[config.mk]
export PLATFORM = sky130hd
export DESIGN_NAME = uart_reg_responder_flat
export DESIGN_NICKNAME = d
export VERILOG_FILES = /design/src/rtl/uart_reg_pkg.sv /design/src/rtl/uart_reg_responder_if.sv /design/src/rtl/uart_tx_pacer.sv /design/src/rtl/uart_reg_responder.sv /design/src/flat_wrapper.sv
export SDC_FILE = /design/constraint.sdc
export NUM_CORES = 1
export LEC_CHECK = 0
export CORE_AREA = 5 5 118 120
export DETAILED_ROUTE_END_ITERATION = 8
export DIE_AREA = 0 0 123 125
export GPL_ROUTABILITY_DRIVEN = 1
export SYNTH_ARGS = -nofsm -noshare
export SYNTH_HDL_FRONTEND = slang
export SYNTH_SLANG_ARGS = --single-unit
[constraint.sdc]
create_clock -name sys_clk -period 2.15 [get_ports sys_clk]
set_clock_uncertainty 0.05 [all_clocks]
set_input_delay 0.5375 -clock sys_clk [delete_from_list [all_inputs] [get_ports sys_clk]]
set_output_delay 0.5375 -clock sys_clk [all_outputs]
set_load 0.01 [all_outputs]
[src/rtl/uart_reg_pkg.sv]
// Shared constants and types for the UART register responder.
//   CMD_WR / CMD_RD : host command bytes (write frame, read frame)
//   RSP_OK / RSP_ERR: reply bytes (write acknowledge, unknown command)
//   ByteCntW        : width of the "reply bytes still to send" counter
//   state_e         : responder FSM states (SEND and GAP live in StWaitTx)
package uart_reg_pkg;

  localparam logic [7:0] CMD_WR  = 8'h57;
  localparam logic [7:0] CMD_RD  = 8'h52;
  localparam logic [7:0] RSP_OK  = 8'h4B;
  localparam logic [7:0] RSP_ERR = 8'h3F;

  localparam int unsigned ByteCntW = 2;

  typedef enum logic [2:0] {
    StIdle,
    StGetAddr,
    StGetData,
    StWrite,
    StRead,
    StReadCap,
    StWaitTx
  } state_e;

endpackage

[src/rtl/uart_reg_responder_if.sv]
// Byte-link and register-bus bundle of the UART register responder.
//   rx_rec/rx_data    : UART receive flag (rising edge = new byte) and byte
//   tx_start/tx_data  : UART send request (core fires on rise) and byte
//   reg_addr/reg_wdata/reg_we/reg_re/reg_rdata : 32-bit register bus
//   busy              : responder is in the middle of a frame or reply
// slave modport is the responder side, master the UART core / bus side.
interface uart_reg_responder_if;

  logic        rx_rec;
  logic [7:0]  rx_data;
  logic        tx_start;
  logic [7:0]  tx_data;
  logic [7:0]  reg_addr;
  logic [31:0] reg_wdata;
  logic        reg_we;
  logic        reg_re;
  logic [31:0] reg_rdata;
  logic        busy;

  modport master (
    output rx_rec, rx_data, reg_rdata,
    input  tx_start, tx_data, reg_addr, reg_wdata, reg_we, reg_re, busy
  );

  modport slave (
    input  rx_rec, rx_data, reg_rdata,
    output tx_start, tx_data, reg_addr, reg_wdata, reg_we, reg_re, busy
  );

endinterface

[src/rtl/uart_tx_pacer.sv]
// Transmit pacer: turns a one-cycle load into a UART send request.
//   clk_i, rst_ni : clock, synchronous active-low reset
//   load_i        : start sending byte_i (registered, tx_start rises next cycle)
//   byte_i        : byte to send
//   tx_start_o    : high for TX_HOLD clocks from the rise
//   tx_data_o     : byte being sent, held until the next load
//   done_o        : one-cycle pulse on the last clock of the TX_GAP window; a load
//                   in that cycle puts the next rise exactly TX_GAP clocks later
module uart_tx_pacer #(
  parameter int unsigned TX_GAP  = 260,
  parameter int unsigned TX_HOLD = 4
) (
  input  logic       clk_i,
  input  logic       rst_ni,
  input  logic       load_i,
  input  logic [7:0] byte_i,
  output logic       tx_start_o,
  output logic [7:0] tx_data_o,
  output logic       done_o
);

  localparam int unsigned GapW  = $clog2(TX_GAP + 1);
  localparam int unsigned HoldW = $clog2(TX_HOLD + 1);
  localparam logic [GapW-1:0]  GapMax  = GapW'(TX_GAP);
  localparam logic [HoldW-1:0] HoldMax = HoldW'(TX_HOLD);

  logic             active_q, active_d;
  logic             start_q, start_d;
  logic [7:0]       data_q, data_d;
  logic [GapW-1:0]  gap_cnt_q, gap_cnt_d;
  logic [HoldW-1:0] hold_cnt_q, hold_cnt_d;

  // Counters hold 1 in the rise cycle, so gap_cnt == TX_GAP marks the last
  // clock before a new rise is allowed.
  assign done_o = active_q && (gap_cnt_q == GapMax);

  always_comb begin
    active_d   = active_q;
    start_d    = start_q;
    data_d     = data_q;
    gap_cnt_d  = gap_cnt_q;
    hold_cnt_d = hold_cnt_q;
    if (load_i) begin
      active_d   = 1'b1;
      start_d    = 1'b1;
      data_d     = byte_i;
      gap_cnt_d  = GapW'(1);
      hold_cnt_d = HoldW'(1);
    end else if (active_q) begin
      if (gap_cnt_q != GapMax) begin
        gap_cnt_d = gap_cnt_q + GapW'(1);
      end
      if (start_q) begin
        if (hold_cnt_q == HoldMax) begin
          start_d = 1'b0;
        end else begin
          hold_cnt_d = hold_cnt_q + HoldW'(1);
        end
      end
      if (done_o) begin
        active_d = 1'b0;
      end
    end
  end

  always_ff @(posedge clk_i) begin
    if (!rst_ni) begin
      active_q   <= 1'b0;
      start_q    <= 1'b0;
      data_q     <= 8'h00;
      gap_cnt_q  <= '0;
      hold_cnt_q <= '0;
    end else begin
      active_q   <= active_d;
      start_q    <= start_d;
      data_q     <= data_d;
      gap_cnt_q  <= gap_cnt_d;
      hold_cnt_q <= hold_cnt_d;
    end
  end

  assign tx_start_o = start_q;
  assign tx_data_o  = data_q;

endmodule

[src/rtl/uart_reg_responder.sv]
// UART register-access responder.
//   sys_clk, sys_rst_n : clock, synchronous active-low reset
//   bus_io (slave)     : UART byte link in/out plus 32-bit register bus and busy
// Frames (MSB first): 57 addr d3 d2 d1 d0 -> write, reply 4B;
//                     52 addr             -> read, reply r3 r2 r1 r0;
//                     anything else       -> reply 3F.
// Bytes arriving while a frame is executed or a reply is sent are dropped.
module uart_reg_responder
  import uart_reg_pkg::*;
#(
  parameter int unsigned TX_GAP     = 260,
  parameter int unsigned TX_HOLD    = 4,
  parameter int unsigned RX_TIMEOUT = 50000
) (
  input logic                 sys_clk,
  input logic                 sys_rst_n,
  uart_reg_responder_if.slave bus_io
);

  localparam int unsigned ToW = $clog2(RX_TIMEOUT + 1);
  localparam logic [ToW-1:0] ToLast = ToW'(RX_TIMEOUT - 1);

  state_e                state_q, state_d;
  logic                  rx_rec_q;
  logic                  is_wr_q, is_wr_d;
  logic [7:0]            addr_q, addr_d;
  logic [31:0]           wdata_q, wdata_d;
  logic [1:0]            idx_q, idx_d;
  logic [ToW-1:0]        to_cnt_q, to_cnt_d;
  logic [31:0]           rsh_q, rsh_d;
  logic [ByteCntW-1:0]   rem_q, rem_d;

  logic       new_byte;
  logic       tx_load;
  logic [7:0] tx_byte;
  logic       tx_done;
  logic       reg_we, reg_re;

  // A level-high flag that stays up counts as a single byte.
  assign new_byte = bus_io.rx_rec & ~rx_rec_q;

  always_comb begin
    state_d  = state_q;
    is_wr_d  = is_wr_q;
    addr_d   = addr_q;
    wdata_d  = wdata_q;
    idx_d    = idx_q;
    to_cnt_d = to_cnt_q;
    rsh_d    = rsh_q;
    rem_d    = rem_q;
    tx_load  = 1'b0;
    tx_byte  = rsh_q[31:24];
    reg_we   = 1'b0;
    reg_re   = 1'b0;
    unique case (state_q)
      StIdle: begin
        if (new_byte) begin
          to_cnt_d = '0;
          if (bus_io.rx_data == CMD_WR) begin
            is_wr_d = 1'b1;
            state_d = StGetAddr;
          end else if (bus_io.rx_data == CMD_RD) begin
            is_wr_d = 1'b0;
            state_d = StGetAddr;
          end else begin
            tx_load = 1'b1;
            tx_byte = RSP_ERR;
            rem_d   = '0;
            state_d = StWaitTx;
          end
        end
      end
      StGetAddr: begin
        if (new_byte) begin
          addr_d   = bus_io.rx_data;
          to_cnt_d = '0;
          idx_d    = 2'd0;
          state_d  = is_wr_q ? StGetData : StRead;
        end else if (to_cnt_q == ToLast) begin
          state_d = StIdle;
        end else begin
          to_cnt_d = to_cnt_q + ToW'(1);
        end
      end
      StGetData: begin
        if (new_byte) begin
          wdata_d  = {wdata_q[23:0], bus_io.rx_data};
          to_cnt_d = '0;
          idx_d    = idx_q + 2'd1;
          if (idx_q == 2'd3) begin
            state_d = StWrite;
          end
        end else if (to_cnt_q == ToLast) begin
          state_d = StIdle;
        end else begin
          to_cnt_d = to_cnt_q + ToW'(1);
        end
      end
      StWrite: begin
        reg_we  = 1'b1;
        tx_load = 1'b1;
        tx_byte = RSP_OK;
        rem_d   = '0;
        state_d = StWaitTx;
      end
      StRead: begin
        reg_re  = 1'b1;
        state_d = StReadCap;
      end
      StReadCap: begin
        // First reply byte goes straight out; the rest wait in rsh.
        tx_load = 1'b1;
        tx_byte = bus_io.reg_rdata[31:24];
        rsh_d   = {bus_io.reg_rdata[23:0], 8'h00};
        rem_d   = ByteCntW'(3);
        state_d = StWaitTx;
      end
      StWaitTx: begin
        if (tx_done) begin
          if (rem_q != '0) begin
            tx_load = 1'b1;
            tx_byte = rsh_q[31:24];
            rsh_d   = {rsh_q[23:0], 8'h00};
            rem_d   = rem_q - ByteCntW'(1);
          end else begin
            state_d = StIdle;
          end
        end
      end
      default: state_d = StIdle;
    endcase
  end

  always_ff @(posedge sys_clk) begin
    if (!sys_rst_n) begin
      state_q  <= StIdle;
      rx_rec_q <= 1'b0;
      is_wr_q  <= 1'b0;
      addr_q   <= 8'h00;
      wdata_q  <= 32'h0;
      idx_q    <= 2'd0;
      to_cnt_q <= '0;
      rsh_q    <= 32'h0;
      rem_q    <= '0;
    end else begin
      state_q  <= state_d;
      rx_rec_q <= bus_io.rx_rec;
      is_wr_q  <= is_wr_d;
      addr_q   <= addr_d;
      wdata_q  <= wdata_d;
      idx_q    <= idx_d;
      to_cnt_q <= to_cnt_d;
      rsh_q    <= rsh_d;
      rem_q    <= rem_d;
    end
  end

  uart_tx_pacer #(
    .TX_GAP (TX_GAP),
    .TX_HOLD(TX_HOLD)
  ) u_pacer (
    .clk_i     (sys_clk),
    .rst_ni    (sys_rst_n),
    .load_i    (tx_load),
    .byte_i    (tx_byte),
    .tx_start_o(bus_io.tx_start),
    .tx_data_o (bus_io.tx_data),
    .done_o    (tx_done)
  );

  assign bus_io.reg_addr  = addr_q;
  assign bus_io.reg_wdata = wdata_q;
  assign bus_io.reg_we    = reg_we;
  assign bus_io.reg_re    = reg_re;
  assign bus_io.busy      = (state_q != StIdle);

endmodule
[src/flat_wrapper.sv]
// flat-port wrapper written by rule: the top's interface ports become plain ports
module uart_reg_responder_flat import uart_reg_pkg::*;
#(
  parameter int unsigned TX_GAP     = 260,
  parameter int unsigned TX_HOLD    = 4,
  parameter int unsigned RX_TIMEOUT = 50000
)
  (sys_clk, sys_rst_n, bus_io_rx_rec, bus_io_rx_data, bus_io_reg_rdata, bus_io_tx_start, bus_io_tx_data, bus_io_reg_addr, bus_io_reg_wdata, bus_io_reg_we, bus_io_reg_re, bus_io_busy);
  uart_reg_responder_if bus_io_i ();
  input logic sys_clk;
  input logic sys_rst_n;
  input wire logic [$bits(bus_io_i.rx_rec)-1:0] bus_io_rx_rec;
  input wire logic [$bits(bus_io_i.rx_data)-1:0] bus_io_rx_data;
  input wire logic [$bits(bus_io_i.reg_rdata)-1:0] bus_io_reg_rdata;
  output wire logic [$bits(bus_io_i.tx_start)-1:0] bus_io_tx_start;
  output wire logic [$bits(bus_io_i.tx_data)-1:0] bus_io_tx_data;
  output wire logic [$bits(bus_io_i.reg_addr)-1:0] bus_io_reg_addr;
  output wire logic [$bits(bus_io_i.reg_wdata)-1:0] bus_io_reg_wdata;
  output wire logic [$bits(bus_io_i.reg_we)-1:0] bus_io_reg_we;
  output wire logic [$bits(bus_io_i.reg_re)-1:0] bus_io_reg_re;
  output wire logic [$bits(bus_io_i.busy)-1:0] bus_io_busy;
  assign bus_io_i.rx_rec = bus_io_rx_rec;
  assign bus_io_i.rx_data = bus_io_rx_data;
  assign bus_io_i.reg_rdata = bus_io_reg_rdata;
  assign bus_io_tx_start = bus_io_i.tx_start;
  assign bus_io_tx_data = bus_io_i.tx_data;
  assign bus_io_reg_addr = bus_io_i.reg_addr;
  assign bus_io_reg_wdata = bus_io_i.reg_wdata;
  assign bus_io_reg_we = bus_io_i.reg_we;
  assign bus_io_reg_re = bus_io_i.reg_re;
  assign bus_io_busy = bus_io_i.busy;
  uart_reg_responder #(.TX_GAP(TX_GAP), .TX_HOLD(TX_HOLD), .RX_TIMEOUT(RX_TIMEOUT)) u_core (.sys_clk(sys_clk), .sys_rst_n(sys_rst_n), .bus_io(bus_io_i));
endmodule
# Word level (Yosys, flattened, before mapping)
# Cells that the tools add are included.
# totals
out_inout_bits	52
ff_bits	119
elab_cells	131
# classes
n_reduce_logical	27
eq_ne	24
addsub	5
bitwise	4
mux	55
# ops
operator	count
$mux 32	2
$pmux 32 s2	1
$mux 16	3
$pmux 16 s2	1
$mux 3	10
$mux 8	3
$pmux 8 s3	1
$mux 1	23
$pmux 3 s6	1
$reduce_and 3->1	6
$add 16x1->16 const B	1
$eq 16x16->1 const B	1
$eq 8x7->1 const B	2
$reduce_bool 2->1	8
$mux 2	7
$eq 3x3->1 const B	4
$ne 2x1->1 const B	6
$add 9x1->9 const B	1
$eq 9x9->1 const B	1
$ne 9x9->1 const B	1
$pmux 2 s4	1
$reduce_and 2->1	4
$eq 3x2->1 const B	2
$ne 2x2->1 const B	3
other kinds (18)	22

# Logic depth before layout (Yosys ltp)
# logic_depth
word_depth	7
ltp_mapped	9

# Hierarchy
# From an unflattened synthesis, not the netlist that was laid out.
# hier_totals
hier_cells	590
hier_area_um2	5260.0
# modules_own_cells
mod	cells_per_inst	seq_area_each_um2	instances	area_each_um2
uart_reg_responder	480	1781.7	1	4230.3
uart_tx_pacer	110	440.4	1	1029.7

# Worst setup path after synthesis
# Ideal clock, no wire load.
# synth_timing
path_kind	reg2out
from	register u_core.state_q[1]
to	output port bus_io_reg_we
n_path_buf	2
arrival_time_ns	1.364
required_time_ns	1.562
stages_incl_launch_ff	5
setup_slack_ns	0.198
path_cell_list	dfxtp_1 > clkbuf_1 > buf_1 > inv_1 > nor3_1
# synth_via
elab_chain_cells	2
# synth_rtl
element	line	rtl
start: declaration	uart_reg_responder.sv:23	state_e state_q, state_d;
start signal: assignment	uart_reg_responder.sv:136	state_q <= StIdle;
start signal: assignment	uart_reg_responder.sv:146	state_q <= state_d;
$eq 3x2->1	uart_reg_responder.sv:55	unique case (state_q)
$mux 1	uart_reg_responder.sv:55	
end: declaration	flat_wrapper.sv:19	output wire logic [$bits(bus_io_i.reg_we)-1:0] bus_io_reg_we;
# Every way passes these cells.

# Worst setup path in the final report
# layout_timing
from	input port bus_io_rx_rec
to	register u_core.to_cnt_q[15]
# layout_via
elab_chain_cells	3
word_cells_on_any_way	6
cone_classes	eq/ne: 2; mux: 2; bitwise: 1; reduce/logical: 1
# layout_rtl
element	line	rtl
start: declaration	flat_wrapper.sv:12	input wire logic [$bits(bus_io_i.rx_rec)-1:0] bus_io_rx_rec;
$and 1x1->1 *	uart_reg_responder.sv:40	assign new_byte = bus_io.rx_rec & ~rx_rec_q;
$ne 3x2->1 (no line) (tied with other cells)	--	
$reduce_and 3->1 (no line) or $pmux 16 s2 (tied branches)	--	
end signal: assignment	uart_reg_responder.sv:152	to_cnt_q <= to_cnt_d;
end: declaration	uart_reg_responder.sv:29	logic [ToW-1:0] to_cnt_q, to_cnt_d;
# Every way passes the cells marked *; elsewhere a longest branch is shown, timed or not.
# A chain may end at the register's enable or synchronous reset.

==> out/results.tsv <==
metric	value	unit
worstSkewPairLatency	0.36	ns
register_area	2220	sq um
cts_sinks	111	
grt_usage	17.6	%
boundaryPins	95	
synth_top_area_cell	dfxtp_1	
power_switching	2.01	mW
grt-ovfl-total	0	
hold_slack	0.401	ns
ys_warn_count	0	
nets	762	
firstDrtPassIters	4	
area_growth	36.6	%
vias	4526	
finalSetupViolCount	0	
synth_nets	645	
grt_max_degree	34	
ant_nets	0	
final_common_cell	nand2_1	
place_hpwl	9610	um
routed_via_density	5.07	
hold_viol_final	0	
row_count	42	
die_y	125	um
finish.utilization	52.8	%
cell_internal_pwr	4.20	mW
cellLeakagePower	2.48	nW
start_util	38.7	%
critPathRequiredTime	2.35	ns
synth_top_cell_area_share	44.6	%
place_area	6430	sq um
final_cells	893	
drt-initial-drc-count	263	
clk_pin_slew_worst_paths	0.08	ns
postSynth.asyncResetShare	0	%
cp_max_fo	4	
yosysSeqAreaShare	44.6	%
ir_drop	0.529	mV
syn-instance-count	595	
reg2reg_depth	9	
cts_buffers	9	
hold_depth	2	
endpoint_kind	register	
place_congestion	0.831	
worst_pin_slew	0.504	ns
cts_max_path_buffers	2	
slew_viol_final	0	
cts_tree	yes	
dieArea	15400	sq um
port_buffers	94	
cts-root-buf	clkbuf_16	
comb_power_share	31.1	%
fill_cells	1225	
drt-total-wl	13200	um
finalSetupTns	0	ns
power_frac_seq	38.7	%
grt_pass1_vias	4449	
clock_power_share	30.2	%
maxCapViolCount	0	
grt_antenna_before_repair	0	
cts_max_level	3	
cts_hold_buf	0	
hp-class	reg2reg	
synth_cell_type_count	59	
stdcell_area	6800	sq um
syn_area	4980	sq um
synth.area.top_cells	dfxtp_1, nand2_1, a21oi_1	
period_share	95.8	%
place_inst	877	
synth_area_per_cell	8.37	sq um
die_w	123	um
critical_path_arrival	2.26	ns
mostFrequentLayoutCells	nand2_1, dfxtp_1, clkdlybuf4s50_1	
grt_pass1_wl	22000	um
p_per_area	913	nW/um^2
ys.flop_type	dfxtp_1	
sw_frac_of_total	32.4	%
clock.fmax	485	MHz
synth-edff-count	0	
layout-drive-gt1-share	12.0	%
core-area	12900	sq um
postCtsSetupRepairBufs	0	
layout_min_cycle_time	2.06	ns
n_antenna_cell	0	
wl_per_cell	14.7	um
multiInputGateArea	2560	sq um
route.detailed.drc	0	
synth-seq-cells	111	
crit_path_start_kind	input pin	
status	completed	
crit_type	in2reg	
max-slew-margin-rel	65.6	%
## area by class of cell
class | instances | share of cell area (%)
multi-input combinational | 432 | 37.7
clock buffer | 9 | 3.31
clock inverter | 7 | 1.62
tap | 176 | 3.24
inverter | 13 | 0.718
timing repair buffer | 145 | 20.7
sequential | 111 | 32.7
## power groups by stage
stage               registers (mW)  clock network (mW)  logic [mW]
detailed placement            2.44                   0        1.92
global route                  2.44                2.00        2.12
global placement              2.44                   0        1.88
floorplan                     2.42                   0        1.08
finish                        2.40                1.88        1.93
CTS                           2.40                1.92        1.91
## synthesized netlist by cell type, types with 11 or more instances
cell and n:
nand2_1 112, dfxtp_1 111, a21oi_1 68, nor2_1 42, clkbuf_1 25, mux2i_1 18, nand3_1 18, a211oi_1 16
o21ai_0 16, nor3_1 14, inv_1 13, xor2_1 12, xnor2_1 11
## final timing paths
path / from / to / slack [ns]
min reg2reg: u_core.rsh_q[14]$_SDFFE_PN0P_ / u_core.rsh_q[14]$_SDFFE_PN0P_ / 0.40
max: bus_io_rx_rec / u_core.to_cnt_q[15]$_SDFFE_PN0P_ / 0.09
max reg2reg: u_core.u_pacer.gap_cnt_q[0]$_SDFFE_PN0P_ / u_core.u_pacer.tx_data_o[4]$_SDFFE_PN0P_ / 0.13
min: u_core.rsh_q[14]$_SDFFE_PN0P_ / u_core.rsh_q[14]$_SDFFE_PN0P_ / 0.40
## state kept, by name, indices dropped and copies added, names as in the netlist
name and count:
u_core.rx_rec_q 1, u_core.u_pacer.hold_cnt_q 3, u_core.bus_io.reg_addr 8, u_core.u_pacer.gap_cnt_q 9, u_core.bus_io.reg_wdata 32, u_core.rem_q 2
u_core.to_cnt_q 16, u_core.u_pacer.active_q 1, u_core.u_pacer.tx_data_o 8, u_core.idx_q 2, u_core.u_pacer.tx_start_o 1, u_core.state_q 3
u_core.is_wr_q 1, u_core.rsh_q 24
## metal layers
metal  vias up  GRT usage (%)  routed length, um
met4         0           4.63                180
met3        16           5.83                742
met2       105           28.0               6270
li1       2317              -                  -
met5         -              0                  0
met1      2088           22.9               5960
## metrics by stage
step / total power, mW / worst slack (ns)
after CTS: 6.24 / 0.0649
after global placement: 4.32 / -0.281
after global routing: 6.56 / -0.00176
final: 6.21 / 0.0896
after detailed placement: 4.36 / -0.303
after floorplan: 3.50 / 0.198
## cell families (layout without fill, tap and decap cells)
| kind of cell | after synthesis | count (layout) | synth area share [%] |
|---|---|---|---|
| and+or+nand+nor | 234 | 234 | 22.0 |
| adders and majority gates | 7 | 7 | 1.76 |
| xor gates and xnor gates | 23 | 23 | 4.05 |
| buffers and inverters | 52 | 174 | 4.57 |
| DFF | 111 | 111 | 44.6 |
| muxes | 22 | 22 | 4.52 |
| AOI/OAI and AO/OA | 146 | 146 | 18.4 |
## worst max-delay path: stages
cell             delay [ns]
clkdlybuf4s50_1        0.56
nand2b_4               0.09
a2111oi_4              0.36
or4b_1                 0.48
xor2_1                 0.17
nor2_2                 0.05
## timing repair
action,in CTS,in global routing
setup endpoints to repair,3,10
resized for setup,5,6
hold endpoints to repair,0,0
pin swaps,0,1
Note: power is estimated with default switching activity, not from simulation.
